===== src/rtl/riscv_pkg.sv =====
// Shared RV32I constants and types for the instruction-memory loader.
// Holds opcodes, the field-stream kind encoding, the loader FSM states and the encoder input bundle.
package riscv_pkg;

    localparam logic [6:0] OPC_LOAD   = 7'b0000011;
    localparam logic [6:0] OPC_STORE  = 7'b0100011;
    localparam logic [6:0] OPC_OP     = 7'b0110011;
    localparam logic [6:0] OPC_BRANCH = 7'b1100011;

    typedef enum logic [1:0] {
        KIND_LW  = 2'b00,
        KIND_SW  = 2'b01,
        KIND_R   = 2'b10,
        KIND_BEQ = 2'b11
    } instr_kind_e;

    typedef enum logic [1:0] {
        ST_IDLE = 2'b00,
        ST_LOAD = 2'b01,
        ST_DONE = 2'b10
    } ld_state_e;

    typedef struct packed {
        instr_kind_e kind;
        logic [4:0]  rd;
        logic [4:0]  rs1;
        logic [4:0]  rs2;
        logic [2:0]  funct3;
        logic        funct7b5;
        logic [12:0] imm;
    } instr_fields_t;

endpackage


===== src/rtl/riscv_instr_encoder.sv =====
// Combinational RV32I encoder for LW/SW/R-type/BEQ field bundles.
// Flags field combinations that have no legal RV32I encoding.
module riscv_instr_encoder
    import riscv_pkg::*;
(
    input  instr_fields_t fields,
    output logic [31:0]   word,
    output logic          illegal
);

    always_comb begin
        word    = '0;
        illegal = 1'b0;
        case (fields.kind)
            KIND_LW: word = {fields.imm[11:0], fields.rs1, 3'b010, fields.rd, OPC_LOAD};
            KIND_SW: word = {fields.imm[11:5], fields.rs2, fields.rs1, 3'b010,
                             fields.imm[4:0], OPC_STORE};
            KIND_R: begin
                word    = {1'b0, fields.funct7b5, 5'b00000, fields.rs2, fields.rs1,
                           fields.funct3, fields.rd, OPC_OP};
                // Only ADD/SUB, SLT, OR, AND are accepted; funct7b5 is meaningful for SUB only
                illegal = !(fields.funct3 inside {3'b000, 3'b010, 3'b110, 3'b111}) ||
                          (fields.funct7b5 && fields.funct3 != 3'b000);
            end
            KIND_BEQ: begin
                word    = {fields.imm[12], fields.imm[10:5], fields.rs2, fields.rs1, 3'b000,
                           fields.imm[4:1], fields.imm[11], OPC_BRANCH};
                illegal = fields.imm[0];
            end
            default: ;
        endcase
    end

endmodule


===== src/rtl/riscv_imem_loader.sv =====
// Streams instruction fields in, encodes them and writes words to sequential imem addresses.
// A session writes num_instr legal words; illegal fields are dropped and latch err.
module riscv_imem_loader
    import riscv_pkg::*;
#(
    parameter logic [31:0] BASE_ADDR = 32'h0000_0000
) (
    input  logic        clk,
    input  logic        rst_n,
    input  logic        start,
    input  logic [7:0]  num_instr,
    input  logic        in_valid,
    output logic        in_ready,
    input  logic [1:0]  in_kind,
    input  logic [4:0]  in_rd,
    input  logic [4:0]  in_rs1,
    input  logic [4:0]  in_rs2,
    input  logic [2:0]  in_funct3,
    input  logic        in_funct7b5,
    input  logic [12:0] in_imm,
    output logic        imem_we,
    output logic [31:0] imem_addr,
    output logic [31:0] imem_wdata,
    output logic        busy,
    output logic        done,
    output logic        err
);

    ld_state_e     state, state_nxt;
    logic [7:0]    remain;
    logic [31:0]   wr_ptr;
    instr_fields_t fields;
    logic [31:0]   enc_word;
    logic          enc_illegal;
    logic          fire, fire_ok, start_ok, last_word;

    assign fields = '{kind:     instr_kind_e'(in_kind),
                      rd:       in_rd,
                      rs1:      in_rs1,
                      rs2:      in_rs2,
                      funct3:   in_funct3,
                      funct7b5: in_funct7b5,
                      imm:      in_imm};

    riscv_instr_encoder u_enc (
        .fields  (fields),
        .word    (enc_word),
        .illegal (enc_illegal)
    );

    assign fire      = in_valid && in_ready;
    assign fire_ok   = fire && !enc_illegal;
    assign start_ok  = (state == ST_IDLE) && start;
    assign last_word = fire_ok && (remain == 8'd1);

    always_ff @(posedge clk or negedge rst_n) begin
        if (!rst_n) state <= ST_IDLE;
        else        state <= state_nxt;
    end

    always_comb begin
        state_nxt = state;
        in_ready  = 1'b0;
        done      = 1'b0;
        busy      = imem_we;
        case (state)
            ST_IDLE: if (start) state_nxt = (num_instr == 8'd0) ? ST_DONE : ST_LOAD;
            ST_LOAD: begin
                in_ready = 1'b1;
                busy     = 1'b1;
                if (last_word) state_nxt = ST_DONE;
            end
            ST_DONE: begin
                done      = 1'b1;
                state_nxt = ST_IDLE;
            end
            default: state_nxt = ST_IDLE;
        endcase
    end

    // Write port lags acceptance by one cycle, so the last write lands in DONE
    always_ff @(posedge clk or negedge rst_n) begin
        if (!rst_n) begin
            remain     <= '0;
            wr_ptr     <= BASE_ADDR;
            imem_we    <= 1'b0;
            imem_addr  <= BASE_ADDR;
            imem_wdata <= '0;
            err        <= 1'b0;
        end else begin
            imem_we <= fire_ok;
            if (start_ok) begin
                remain <= num_instr;
                wr_ptr <= BASE_ADDR;
                err    <= 1'b0;
            end
            if (fire_ok) begin
                imem_addr  <= wr_ptr;
                imem_wdata <= enc_word;
                wr_ptr     <= wr_ptr + 32'd4;
                remain     <= remain - 8'd1;
            end
            if (fire && enc_illegal) err <= 1'b1;
        end
    end

endmodule


===== config.mk =====
export PLATFORM = sky130hd
export DESIGN_NAME = riscv_imem_loader
export DESIGN_NICKNAME = d
export VERILOG_FILES = /design/src/rtl/riscv_pkg.sv /design/src/rtl/riscv_instr_encoder.sv /design/src/rtl/riscv_imem_loader.sv
export SDC_FILE = /design/constraint.sdc
export NUM_CORES = 1
export LEC_CHECK = 0
export BUFFER_PORTS_ARGS = -buffer_cell sky130_fd_sc_hd__buf_2
export CORE_MARGIN = 1.5
export CORE_UTILIZATION = 35
export DETAILED_ROUTE_END_ITERATION = 8
export MAX_ROUTING_LAYER = met4
export SLEW_MARGIN = 40
export SYNTH_ARGS = -nofsm -noshare
export SYNTH_HDL_FRONTEND = slang
export SYNTH_SLANG_ARGS = --single-unit

===== constraint.sdc =====
create_clock -name clk -period 1.9 [get_ports clk]
set_input_delay 0.19 -clock clk [delete_from_list [all_inputs] [get_ports clk]]
set_output_delay 0.19 -clock clk [all_outputs]
set_load 0.05 [all_outputs]

==> flow_results.xml, run 1 <==
<?xml version="1.0" encoding="UTF-8"?>
<metrics>
  <group name="flow_run">
    <metric name="cap_violations" unit="">0</metric>
  </group>
  <group name="critical_path">
    <metric name="critPathLaunchType" unit="">register</metric>
    <metric name="critPathMaxStageDelay" unit="ps">420</metric>
    <metric name="crit_family" unit="">simple AND/OR/NAND/NOR gates</metric>
    <metric name="worstPathMaxFanout" unit="">5</metric>
    <metric name="timing.critical_path.cells" unit="">nand3_1, nor4_2, nand4_1, buf_4, o211ai_1, o31ai_1</metric>
    <metric name="cp.arrival" unit="ps">1990</metric>
    <metric name="cp_num_buf_inv" unit="">1</metric>
    <metric name="worst-endpoint-required" unit="ps">2120</metric>
    <metric name="worst_path_max_delay_cell" unit="">sky130_fd_sc_hd__dfrtp_1</metric>
    <metric name="setup.worst_path.class" unit="">register to register</metric>
    <metric name="endpoint_kind" unit="">register</metric>
  </group>
  <group name="clock_network">
    <metric name="clkTransAtPathRegs" unit="ps">70</metric>
    <metric name="tritoncts" unit="">built</metric>
    <metric name="ctsLongestPathBuffers" unit="">2</metric>
    <metric name="cts_made_buffers" unit="">9</metric>
    <metric name="cts-htree-levels" unit="">3</metric>
    <metric name="clk-insertion-delay-late" unit="ps">340</metric>
    <metric name="cts_root_buf" unit="">sky130_fd_sc_hd__clkbuf_16</metric>
    <metric name="cts.sink_count" unit="">101</metric>
  </group>
  <group name="sta">
    <metric name="worst_slew_margin_rel" unit="%">60.1</metric>
    <metric name="fmax" unit="MHz">566</metric>
    <metric name="final-hold-violation-count" unit="">0</metric>
    <metric name="timing.final.crit_share" unit="%">93.0</metric>
    <metric name="final_max_slew_viol_count" unit="">0</metric>
    <metric name="setup_slack" unit="ps">133</metric>
    <metric name="clock_skew" unit="ps">11.0</metric>
    <metric name="setup_total_negative_slack" unit="ps">0</metric>
    <metric name="worstMarginPinSlew" unit="ps">598</metric>
    <metric name="hold-worst-slack" unit="ps">42.8</metric>
    <metric name="setup_violations" unit="">0</metric>
    <metric name="finalWorstPathRequiredPeriod" unit="ps">1770</metric>
  </group>
  <group name="drt">
    <metric name="route.final.wire_length" unit="um">11300</metric>
    <metric name="drtIter0Drc" unit="">225</metric>
    <metric name="drt.antenna.violating_nets" unit="">0</metric>
    <metric name="wl_per_cell" unit="um">14.0</metric>
    <metric name="route.detailed.drc" unit="">0</metric>
    <metric name="firstDrtPassIters" unit="">5</metric>
    <metric name="route.detailed.vias_per_inst" unit="">4.89</metric>
    <metric name="vias" unit="">3958</metric>
  </group>
  <group name="yosys">
    <metric name="synth_cells" unit="">495</metric>
    <metric name="ys_dominant_reg_cell" unit="">sky130_fd_sc_hd__dfrtp_1</metric>
    <metric name="synth.cell_area" unit="um2">4590</metric>
    <metric name="synth.yosys.seq_area_share" unit="%">55.0</metric>
    <metric name="synth_largest_type_area_fraction" unit="%">55.0</metric>
    <metric name="yosysUniqueCellTypes" unit="">47</metric>
    <metric name="cell_taking_the_most_area_after_synthesis" unit="">sky130_fd_sc_hd__dfrtp_1</metric>
    <metric name="synth_edf_count" unit="">0</metric>
    <metric name="ys_warn_count" unit="">0</metric>
    <metric name="ys_seq_elements" unit="">101</metric>
    <metric name="postSynthAreaPerCell" unit="um2">9.28</metric>
    <metric name="synth_top_cells_by_area" unit="">sky130_fd_sc_hd__dfrtp_1 55%, sky130_fd_sc_hd__nand2_1 14%, sky130_fd_sc_hd__mux2i_1 4.4%, sky130_fd_sc_hd__o21ai_0 3.7%, sky130_fd_sc_hd__nand3_1 2.2%</metric>
    <metric name="async_reset_ff_share" unit="%">100</metric>
  </group>
  <group name="cells_and_area">
    <metric name="nets" unit="">682</metric>
    <metric name="post_layout_nonfiller_instances" unit="">809</metric>
    <metric name="final_core_util" unit="%">46.9</metric>
    <metric name="antenna-diode-count" unit="">0</metric>
    <metric name="fraction_of_layout_cells_with_a_size_suffix_above_1" unit="%">28.6</metric>
    <metric name="most-common-layout-cells" unit="">168 x sky130_fd_sc_hd__nand2_1, 109 x sky130_fd_sc_hd__buf_2, 99 x sky130_fd_sc_hd__dfrtp_1, 38 x sky130_fd_sc_hd__buf_4, 34 x sky130_fd_sc_hd__o21ai_0</metric>
    <metric name="area_growth_synth_to_finish" unit="%">29.8</metric>
    <metric name="fillCellCount" unit="">1262</metric>
    <metric name="layout.cells.most_common" unit="">sky130_fd_sc_hd__nand2_1</metric>
  </group>
  <group name="place">
    <metric name="gp_congestion" unit="">0.846</metric>
    <metric name="detailedPlace.worstSlack" unit="ps">-78.3</metric>
    <metric name="numPlacedInstances" unit="">790</metric>
    <metric name="dpl_wire_length" unit="um">8260</metric>
    <metric name="port_buffers" unit="">110</metric>
  </group>
  <group name="global_routing">
    <metric name="grt_max_degree" unit="">63</metric>
    <metric name="grt_util_all_layers" unit="%">17.3</metric>
    <metric name="global_route_total_overflow" unit="">0</metric>
    <metric name="grt_first_pass_wirelength" unit="um">19000</metric>
    <metric name="antenna_found_initial" unit="">0</metric>
    <metric name="vias_in_the_first_global_route" unit="">3830</metric>
  </group>
  <group name="hold_path">
    <metric name="holdCritPathClass" unit="">input pin to register</metric>
  </group>
  <group name="run_status">
    <metric name="outcome" unit="">complete, no violations</metric>
  </group>
  <group name="floorplan">
    <metric name="die-height" unit="um">118</metric>
    <metric name="die-area" unit="um2">13800</metric>
    <metric name="floorplan.core_area" unit="um2">12700</metric>
    <metric name="initial_utilization" unit="%">36.1</metric>
    <metric name="ios" unit="">115</metric>
    <metric name="placementRows" unit="">41</metric>
    <metric name="fp.dieW" unit="um">118</metric>
  </group>
  <group name="pwr">
    <metric name="cellLeakagePower" unit="uW">0.00297</metric>
    <metric name="power.ir.vdd_worst" unit="mV">0.440</metric>
    <metric name="pwr_per_cell_area" unit="nW/um2">1210</metric>
  </group>
</metrics>
## layout make-up
| cell class | instances | area, um2 | area share, % |
|---|---|---|---|
| Sequential cell | 101 | 2530 | 42.4 |
| Multi-Input combinational cell | 360 | 1950 | 32.7 |
| Timing Repair Buffer | 152 | 921 | 15.4 |
| Clock buffer | 11 | 243 | 4.07 |
| Tap cell | 172 | 215 | 3.61 |
| Clock inverter | 4 | 72.6 | 1.22 |
| Inverter | 9 | 33.8 | 0.566 |
## power breakdown
| part | leakage, uW | switching (uW) | internal (uW) |
|---|---|---|---|
| clock | 0.000152 | 768 | 1180 |
| combinational | 0.00148 | 1790 | 662 |
| sequential | 0.00133 | 264 | 2550 |
| total | 0.00297 | 2830 | 4400 |
## logic make-up (layout without fill, tap and decap cells)
kind of cell / Yosys count / after routing / share of synthesized area (%)
AND/OR/NAND/NOR: 253 / 253 / 24.4
other: 1 / 4 / 0.0816
multiplexers: 21 / 21 / 4.68
buffers and inverters: 37 / 176 / 3.62
flip-flops: 101 / 101 / 55.0
adder cells (fa/ha/maj): 3 / 3 / 0.817
XOR/XNOR: 1 / 1 / 0.191
AO/OA/AOI/OAI: 78 / 78 / 11.2
## worst reg2reg max path, delay by kind of cell (launching register included)
| kind | cells | cell delay, ps |
|---|---|---|
| buf+inv | 1 | 240 |
| simple gates | 3 | 730 |
| compound gates | 2 | 260 |
| flops | 1 | 420 |
## synth_stat cells, drive strengths merged (2+ instances only)
cell / number
a21oi: 6
a221o: 3
a31oi: 5
and2: 2
buf: 12
clkbuf: 16
dfrtp: 101
ha: 3
inv: 9
mux2i: 20
nand2: 169
nand2b: 4
nand3: 21
nand4: 8
nor2: 12
nor2b: 6
nor3: 11
nor4: 8
o211ai: 11
o21ai: 34
o311ai: 3
o31ai: 10
or3: 5
or4: 2
## routing by layer
metal / share of wire [%] / wire length, um / up-vias / GRT usage, %
li1: - / - / 1963 / -
met1: 49 / 5500 / 1888 / 23.9
met2: 46 / 5230 / 102 / 26.3
met3: 4.1 / 468 / 5 / 3.34
met4: 0.77 / 87 / 0 / 4.65
met5: 0 / 0 / - / -
## per-stage QoR
step	power [uW]	cell area (um2)
final	7220	5970
after global routing	7610	5970
after CTS	7270	5910
after detailed placement	5290	5590
after global placement	5250	5590
after floorplan	4590	4630
## sequential cells by signal, summed over array words and instances (netlist names)
register,cells
state,2
imem_addr,30
remain,8
imem_wdata,29
err,1
imem_we,1
wr_ptr,30
## path summary, 6_finish.rpt
kind / startpoint / end / slack, ps / cells past startpoint
max: wr_ptr[12]$_DFFE_PN0P_ / wr_ptr[29]$_DFFE_PN0P_ / 130 / 6
min: in_rs1[0] / imem_wdata[15]$_DFFE_PN0P_ / 40 / 3
max reg2reg: wr_ptr[12]$_DFFE_PN0P_ / wr_ptr[29]$_DFFE_PN0P_ / 130 / 6
min reg2reg: imem_wdata[29]$_DFFE_PN0P_ / imem_wdata[29]$_DFFE_PN0P_ / 460 / 2
max in group asynchronous: rst_n / state[0]$_DFFE_PN0P_ / 920 / 3
min in group asynchronous: rst_n / imem_addr[4]$_DFFE_PN0P_ / 400 / 2
## timing repair
action	in CTS	in global routing
setup buffers	0	3
hold endpoints to repair	41	0
setup endpoints to repair	0	10
hold buffers	1	0
resized for setup	0	7
No activity file was read; power rests on OpenSTA's default activity.
==> run 2, diff against run 1 <==
PLACE_DENSITY = 0.57   (was default)
==> flow_results.xml, run 2 (synthesis results as in run 1) <==
<?xml version="1.0" encoding="UTF-8"?>
<metrics>
  <group name="run_status">
    <metric name="outcome" unit="">complete, no violations</metric>
  </group>
  <group name="sta">
    <metric name="setup_slack" unit="ps">176</metric>
    <metric name="finalWorstPathRequiredPeriod" unit="ps">1720</metric>
    <metric name="fmax" unit="MHz">580</metric>
    <metric name="final_max_slew_viol_count" unit="">0</metric>
    <metric name="timing.final.crit_share" unit="%">90.7</metric>
    <metric name="setup_violations" unit="">0</metric>
    <metric name="hold-worst-slack" unit="ps">34.2</metric>
    <metric name="grt_setup_unrepaired" unit="">no</metric>
    <metric name="final-hold-violation-count" unit="">0</metric>
    <metric name="clock_skew" unit="ps">10.2</metric>
  </group>
  <group name="cells_and_area">
    <metric name="antenna-diode-count" unit="">0</metric>
    <metric name="area_growth_synth_to_finish" unit="%">29.4</metric>
    <metric name="most-common-layout-cells" unit="">168 x sky130_fd_sc_hd__nand2_1, 109 x sky130_fd_sc_hd__buf_2, 99 x sky130_fd_sc_hd__dfrtp_1, 34 x sky130_fd_sc_hd__o21ai_0, 34 x sky130_fd_sc_hd__buf_4</metric>
    <metric name="fraction_of_layout_cells_with_a_size_suffix_above_1" unit="%">28.8</metric>
    <metric name="nets" unit="">677</metric>
    <metric name="layout.cells.most_common" unit="">sky130_fd_sc_hd__nand2_1</metric>
    <metric name="design_area" unit="um2">5950</metric>
    <metric name="largest_registers" unit="">imem_addr (30), wr_ptr (30), imem_wdata (29)</metric>
    <metric name="final_core_util" unit="%">46.7</metric>
  </group>
  <group name="critical_path">
    <metric name="cp.arrival" unit="ps">1990</metric>
    <metric name="cp_num_buf_inv" unit="">1</metric>
    <metric name="worst_path_max_delay_cell" unit="">sky130_fd_sc_hd__dfrtp_1</metric>
    <metric name="timing.critical_path.cells" unit="">ha_1, nand3_1, nor2_2, nand4_1, buf_4, nor3_1, mux2i_1</metric>
    <metric name="worstPathMaxFanout" unit="">13</metric>
    <metric name="timing.reg2reg.setup_slack" unit="ps">180</metric>
    <metric name="critPathMaxStageDelay" unit="ps">410</metric>
    <metric name="depth_of_the_worst_register_to_register_path" unit="">7</metric>
    <metric name="endpoint_kind" unit="">register</metric>
    <metric name="r2r_end" unit="">wr_ptr[30]$_DFFE_PN0P_</metric>
    <metric name="reg2reg_from" unit="">wr_ptr[3]$_DFFE_PN0P_</metric>
    <metric name="critPathLaunchType" unit="">register</metric>
    <metric name="setup.worst_path.class" unit="">register to register</metric>
    <metric name="worst-endpoint-required" unit="ps">2160</metric>
    <metric name="crit_family" unit="">simple AND/OR/NAND/NOR gates</metric>
  </group>
  <group name="hold_path">
    <metric name="min-delay-start" unit="">in_rs1[1]</metric>
    <metric name="hold_depth" unit="">3</metric>
    <metric name="min_to" unit="">imem_wdata[16]$_DFFE_PN0P_</metric>
    <metric name="holdCritPathClass" unit="">input pin to register</metric>
  </group>
  <group name="floorplan">
    <metric name="initial_utilization" unit="%">36.1</metric>
    <metric name="die-height" unit="um">118</metric>
    <metric name="die-area" unit="um2">13800</metric>
    <metric name="floorplan.core_area" unit="um2">12700</metric>
    <metric name="ios" unit="">115</metric>
    <metric name="fp.dieW" unit="um">118</metric>
    <metric name="placementRows" unit="">41</metric>
  </group>
  <group name="place">
    <metric name="detailedPlace.worstSlack" unit="ps">-37.4</metric>
    <metric name="gp_congestion" unit="">0.861</metric>
    <metric name="dpl_wire_length" unit="um">8260</metric>
    <metric name="detailed_place.area" unit="um2">5540</metric>
    <metric name="port_buffers" unit="">110</metric>
  </group>
  <group name="global_routing">
    <metric name="grt_max_degree" unit="">67</metric>
    <metric name="global_route_total_overflow" unit="">0</metric>
    <metric name="vias_in_the_first_global_route" unit="">3877</metric>
    <metric name="antenna_found_initial" unit="">0</metric>
    <metric name="grt_first_pass_wirelength" unit="um">19200</metric>
    <metric name="grt_util_all_layers" unit="%">17.5</metric>
  </group>
  <group name="drt">
    <metric name="route.final.wire_length" unit="um">11400</metric>
    <metric name="drt.antenna.violating_nets" unit="">0</metric>
    <metric name="wl_per_cell" unit="um">14.1</metric>
    <metric name="route.detailed.vias_per_inst" unit="">4.91</metric>
    <metric name="drtIter0Drc" unit="">205</metric>
    <metric name="vias" unit="">3956</metric>
    <metric name="route.detailed.drc" unit="">0</metric>
    <metric name="firstDrtPassIters" unit="">6</metric>
  </group>
  <group name="pwr">
    <metric name="cellLeakagePower" unit="uW">0.00296</metric>
    <metric name="power.ir.vdd_worst" unit="mV">0.460</metric>
    <metric name="pwr_per_cell_area" unit="nW/um2">1210</metric>
  </group>
  <group name="flow_run">
    <metric name="cap_violations" unit="">0</metric>
  </group>
  <group name="clock_network">
    <metric name="clkTransAtPathRegs" unit="ps">70</metric>
    <metric name="cts.sink_count" unit="">101</metric>
    <metric name="cts-htree-levels" unit="">3</metric>
    <metric name="cts_root_buf" unit="">sky130_fd_sc_hd__clkbuf_16</metric>
    <metric name="clk-insertion-delay-late" unit="ps">350</metric>
    <metric name="ctsLongestPathBuffers" unit="">2</metric>
    <metric name="tritoncts" unit="">built</metric>
    <metric name="cts_made_buffers" unit="">9</metric>
  </group>
</metrics>
-- run 2: cell type report --
cell class / count / area (um2)
Sequential cell: 101 / 2530
Fill cell: 1291 / 6780
Tap cell: 172 / 215
Timing Repair Buffer: 147 / 871
Clock inverter: 3 / 42.5
Inverter: 9 / 33.8
Multi-Input combinational cell: 360 / 1980
Clock buffer: 13 / 270
-- run 2: worst max path at each step --
stage | from | end | slack (ps) | depth (start not counted)
3_3_place_gp | in_funct3[1] | state[0]$_DFFE_PN0P_ | -40 | 7
6_report | wr_ptr[3]$_DFFE_PN0P_ | wr_ptr[30]$_DFFE_PN0P_ | 180 | 7
4_1_cts | wr_ptr[2]$_DFFE_PN0P_ | wr_ptr[25]$_DFFE_PN0P_ | 2 | 5
3_5_place_dp | in_funct3[1] | wr_ptr[26]$_DFFE_PN0P_ | -40 | 8
5_1_grt | wr_ptr[3]$_DFFE_PN0P_ | wr_ptr[30]$_DFFE_PN0P_ | 10 | 7
2_1_floorplan | state[1]$_DFFE_PN0P_ | state[0]$_DFFE_PN0P_ | 10 | 6
-- run 2: tightest hold or removal path, stage by stage --
cell	delay (ps)
sky130_fd_sc_hd__buf_2	80
sky130_fd_sc_hd__nand2_1	40
sky130_fd_sc_hd__nand2_1	40
-- run 2: repair_timing --
action                                 in CTS  in global routing
setup endpoints to repair                   2                  9
resized for setup                           1                 12
setup buffers                               0                  2
hold buffers                                1                  0
endpoints found under the hold margin      16                  0
pin swaps                                   0                  1
-- run 2: through the flow --
step,total power (uW),cells,TNS (ps)
detailed placement,5310,786,-129
global route,7560,805,0
global placement,5280,786,-87.1
finish,7180,805,0
floorplan,4590,498,0
CTS,7230,803,0
-- run 2: power by group --
group	leakage (uW)	switching [uW]	internal, uW
clock	0.000152	793	1130
combinational	0.00147	1780	649
sequential	0.00133	274	2550
-- run 2: routing by layer --
metal	GRT usage, %	vias up	wire, um
li1	-	1967	-
met1	23.2	1876	5500
met2	27.2	98	5240
met3	2.57	15	461
met4	6.86	0	176
met5	-	-	0
==> run 3, diff against run 2 <==
SETUP_SLACK_MARGIN = 0.3   (was default)
==> flow_results.xml, run 3 (synthesis results as in run 1) <==
<?xml version="1.0" encoding="UTF-8"?>
<metrics>
  <group name="hold_path">
    <metric name="min-delay-start" unit="">in_rs1[3]</metric>
    <metric name="holdCritPathClass" unit="">input pin to register</metric>
  </group>
  <group name="sta">
    <metric name="final-hold-violation-count" unit="">0</metric>
    <metric name="setup_violations" unit="">0</metric>
    <metric name="final_max_slew_viol_count" unit="">0</metric>
    <metric name="clock_skew" unit="ps">9.82</metric>
    <metric name="hold-worst-slack" unit="ps">47.3</metric>
    <metric name="setup_total_negative_slack" unit="ps">0</metric>
    <metric name="timing.final.crit_share" unit="%">91.2</metric>
    <metric name="worstMarginPinSlew" unit="ps">601</metric>
    <metric name="fmax" unit="MHz">577</metric>
    <metric name="setup_slack" unit="ps">167</metric>
    <metric name="worst_slew_margin_rel" unit="%">60.0</metric>
    <metric name="grt_setup_unrepaired" unit="">yes</metric>
    <metric name="finalWorstPathRequiredPeriod" unit="ps">1730</metric>
  </group>
  <group name="drt">
    <metric name="firstDrtPassIters" unit="">5</metric>
    <metric name="route.final.wire_length" unit="um">12100</metric>
    <metric name="route.detailed.vias_per_inst" unit="">4.97</metric>
    <metric name="vias" unit="">4116</metric>
    <metric name="drt.antenna.violating_nets" unit="">0</metric>
    <metric name="route.detailed.drc" unit="">0</metric>
    <metric name="drtIter0Drc" unit="">249</metric>
    <metric name="wl_per_cell" unit="um">14.6</metric>
  </group>
  <group name="critical_path">
    <metric name="setup.worst_path.class" unit="">register to register</metric>
    <metric name="critPathMaxStageDelay" unit="ps">400</metric>
    <metric name="endpoint_kind" unit="">register</metric>
    <metric name="cp_num_buf_inv" unit="">1</metric>
    <metric name="critPathLaunchType" unit="">register</metric>
    <metric name="timing.critical_path.cells" unit="">nand4_1, nor4_2, buf_4, nand4_1, or3_1, o21ai_0</metric>
    <metric name="timing.critical_path.mode_cell" unit="">sky130_fd_sc_hd__nand4_1</metric>
    <metric name="worst_setup_path_startpoint" unit="">wr_ptr[3]$_DFFE_PN0P_</metric>
    <metric name="crit_family" unit="">simple AND/OR/NAND/NOR gates</metric>
    <metric name="reg2reg_from" unit="">wr_ptr[3]$_DFFE_PN0P_</metric>
    <metric name="worst_path_max_delay_cell" unit="">sky130_fd_sc_hd__nor4_2</metric>
    <metric name="worst-endpoint-required" unit="ps">2150</metric>
    <metric name="worstPathMaxFanout" unit="">3</metric>
    <metric name="cp.arrival" unit="ps">1980</metric>
  </group>
  <group name="clock_network">
    <metric name="clk-insertion-delay-late" unit="ps">340</metric>
    <metric name="cts_made_buffers" unit="">9</metric>
    <metric name="cts.sink_count" unit="">101</metric>
    <metric name="cts_root_buf" unit="">sky130_fd_sc_hd__clkbuf_16</metric>
    <metric name="cts-htree-levels" unit="">3</metric>
    <metric name="clkTransAtPathRegs" unit="ps">70</metric>
    <metric name="ctsLongestPathBuffers" unit="">2</metric>
    <metric name="tritoncts" unit="">built</metric>
  </group>
  <group name="global_routing">
    <metric name="antenna_found_initial" unit="">0</metric>
    <metric name="grt_first_pass_wirelength" unit="um">19700</metric>
    <metric name="grt_max_degree" unit="">46</metric>
    <metric name="vias_in_the_first_global_route" unit="">3957</metric>
    <metric name="grt_util_all_layers" unit="%">17.9</metric>
    <metric name="global_route_total_overflow" unit="">0</metric>
  </group>
  <group name="cells_and_area">
    <metric name="fraction_of_layout_cells_with_a_size_suffix_above_1" unit="%">38.9</metric>
    <metric name="antenna-diode-count" unit="">0</metric>
    <metric name="layout.cells.most_common" unit="">sky130_fd_sc_hd__nand2_1</metric>
    <metric name="fillCellCount" unit="">1229</metric>
    <metric name="design_area" unit="um2">6590</metric>
    <metric name="most-common-layout-cells" unit="">144 x sky130_fd_sc_hd__nand2_1, 108 x sky130_fd_sc_hd__buf_2, 98 x sky130_fd_sc_hd__dfrtp_1, 39 x sky130_fd_sc_hd__buf_4, 26 x sky130_fd_sc_hd__o21ai_0</metric>
    <metric name="nets" unit="">700</metric>
    <metric name="largest_registers" unit="">imem_addr (30), wr_ptr (30), imem_wdata (29)</metric>
    <metric name="area_growth_synth_to_finish" unit="%">43.5</metric>
  </group>
  <group name="place">
    <metric name="detailed_place.area" unit="um2">5560</metric>
    <metric name="port_buffers" unit="">110</metric>
    <metric name="detailedPlace.worstSlack" unit="ps">-56.7</metric>
    <metric name="dpl_wire_length" unit="um">8420</metric>
    <metric name="gp_congestion" unit="">0.862</metric>
  </group>
  <group name="floorplan">
    <metric name="ios" unit="">115</metric>
    <metric name="die-area" unit="um2">13800</metric>
    <metric name="die-height" unit="um">118</metric>
    <metric name="placementRows" unit="">41</metric>
    <metric name="floorplan.core_area" unit="um2">12700</metric>
    <metric name="initial_utilization" unit="%">36.1</metric>
    <metric name="fp.dieW" unit="um">118</metric>
  </group>
  <group name="pwr">
    <metric name="cellLeakagePower" unit="uW">0.00326</metric>
    <metric name="power.ir.vdd_worst" unit="mV">0.561</metric>
    <metric name="pwr_per_cell_area" unit="nW/um2">1180</metric>
  </group>
  <group name="run_status">
    <metric name="outcome" unit="">complete, no violations</metric>
  </group>
  <group name="flow_run">
    <metric name="cap_violations" unit="">0</metric>
  </group>
</metrics>
-- run 3: changes by cell type in the layout (fill, tap and decap cells not counted), sizes merged --
cell      before  now
buf          146  165
bufinv         1    3
clkbuf        13   15
clkinv         1    3
clkinvlp       1    0
inv            9    8
-- run 3: worst reg2reg max path, delay by kind of cell, from the launching register on --
kind,cells,cell delay (ps)
buffers and inverters,1,170
flip-flops,1,380
AND/OR/NAND/NOR,4,1010
AO/OA/AOI/OAI,1,70
-- run 3: power breakdown --
part	leakage [uW]	switching [uW]	internal (uW)	total, uW
registers	0.00133	298	2550	2850
logic	0.00177	1930	895	2830
clock network	0.000167	775	1320	2100
total	0.00326	3000	4770	7770
-- run 3: path summary, 6_finish.rpt --
| kind | endpoint | slack (ps) | cells past startpoint |
|---|---|---|---|
| worst min-delay path | imem_wdata[18]$_DFFE_PN0P_ | 50 | 3 |
| max in group asynchronous | imem_wdata[18]$_DFFE_PN0P_ | 880 | 3 |
| worst min register to register | imem_wdata[19]$_DFFE_PN0P_ | 470 | 2 |
| worst max register to register | wr_ptr[19]$_DFFE_PN0P_ | 170 | 6 |
| worst max-delay path | wr_ptr[19]$_DFFE_PN0P_ | 170 | 6 |
| min in group asynchronous | imem_addr[31]$_DFFE_PN0P_ | 400 | 2 |
-- run 3: area by class of cell --
cell class                      instances  area (um2)  area share (%)
Sequential cell                       101        2530            38.4
Timing Repair inverter                  1        16.3           0.247
Multi-Input combinational cell        360        2260            34.3
Inverter                                9        46.3           0.702
Clock inverter                          4        95.1            1.44
Timing Repair Buffer                  169        1180            18.0
Clock buffer                           12         246            3.74
Tap cell                              172         215            3.26
-- run 3: timing repair --
| item | CTS | global route |
|---|---|---|
| pin swaps | 6 | 51 |
| setup buffers | 11 | 12 |
| hold endpoints to repair | 41 | 0 |
| gates cloned | 0 | 4 |
| setup endpoints to repair | 37 | 94 |
| hold buffers | 1 | 0 |
| resized for setup | 20 | 89 |
-- run 3: layer usage --
| layer | wire, um | track usage, % | vias up |
|---|---|---|---|
| met3 | 584 | 3.49 | 12 |
| met5 | 0 | - | - |
| met1 | 5640 | 24.3 | 2001 |
| li1 | - | - | 2003 |
| met2 | 5710 | 27.7 | 100 |
| met4 | 152 | 4.80 | 0 |
-- run 3: through the flow --
step | util [%] | cells | total power, uW
after floorplan | - | 498 | 4640
after global placement | 43.7 | 784 | 5240
after detailed placement | 43.7 | 784 | 5290
after CTS | 47.9 | 812 | 7500
after global routing | 51.8 | 828 | 8180
final | 51.8 | 828 | 7770
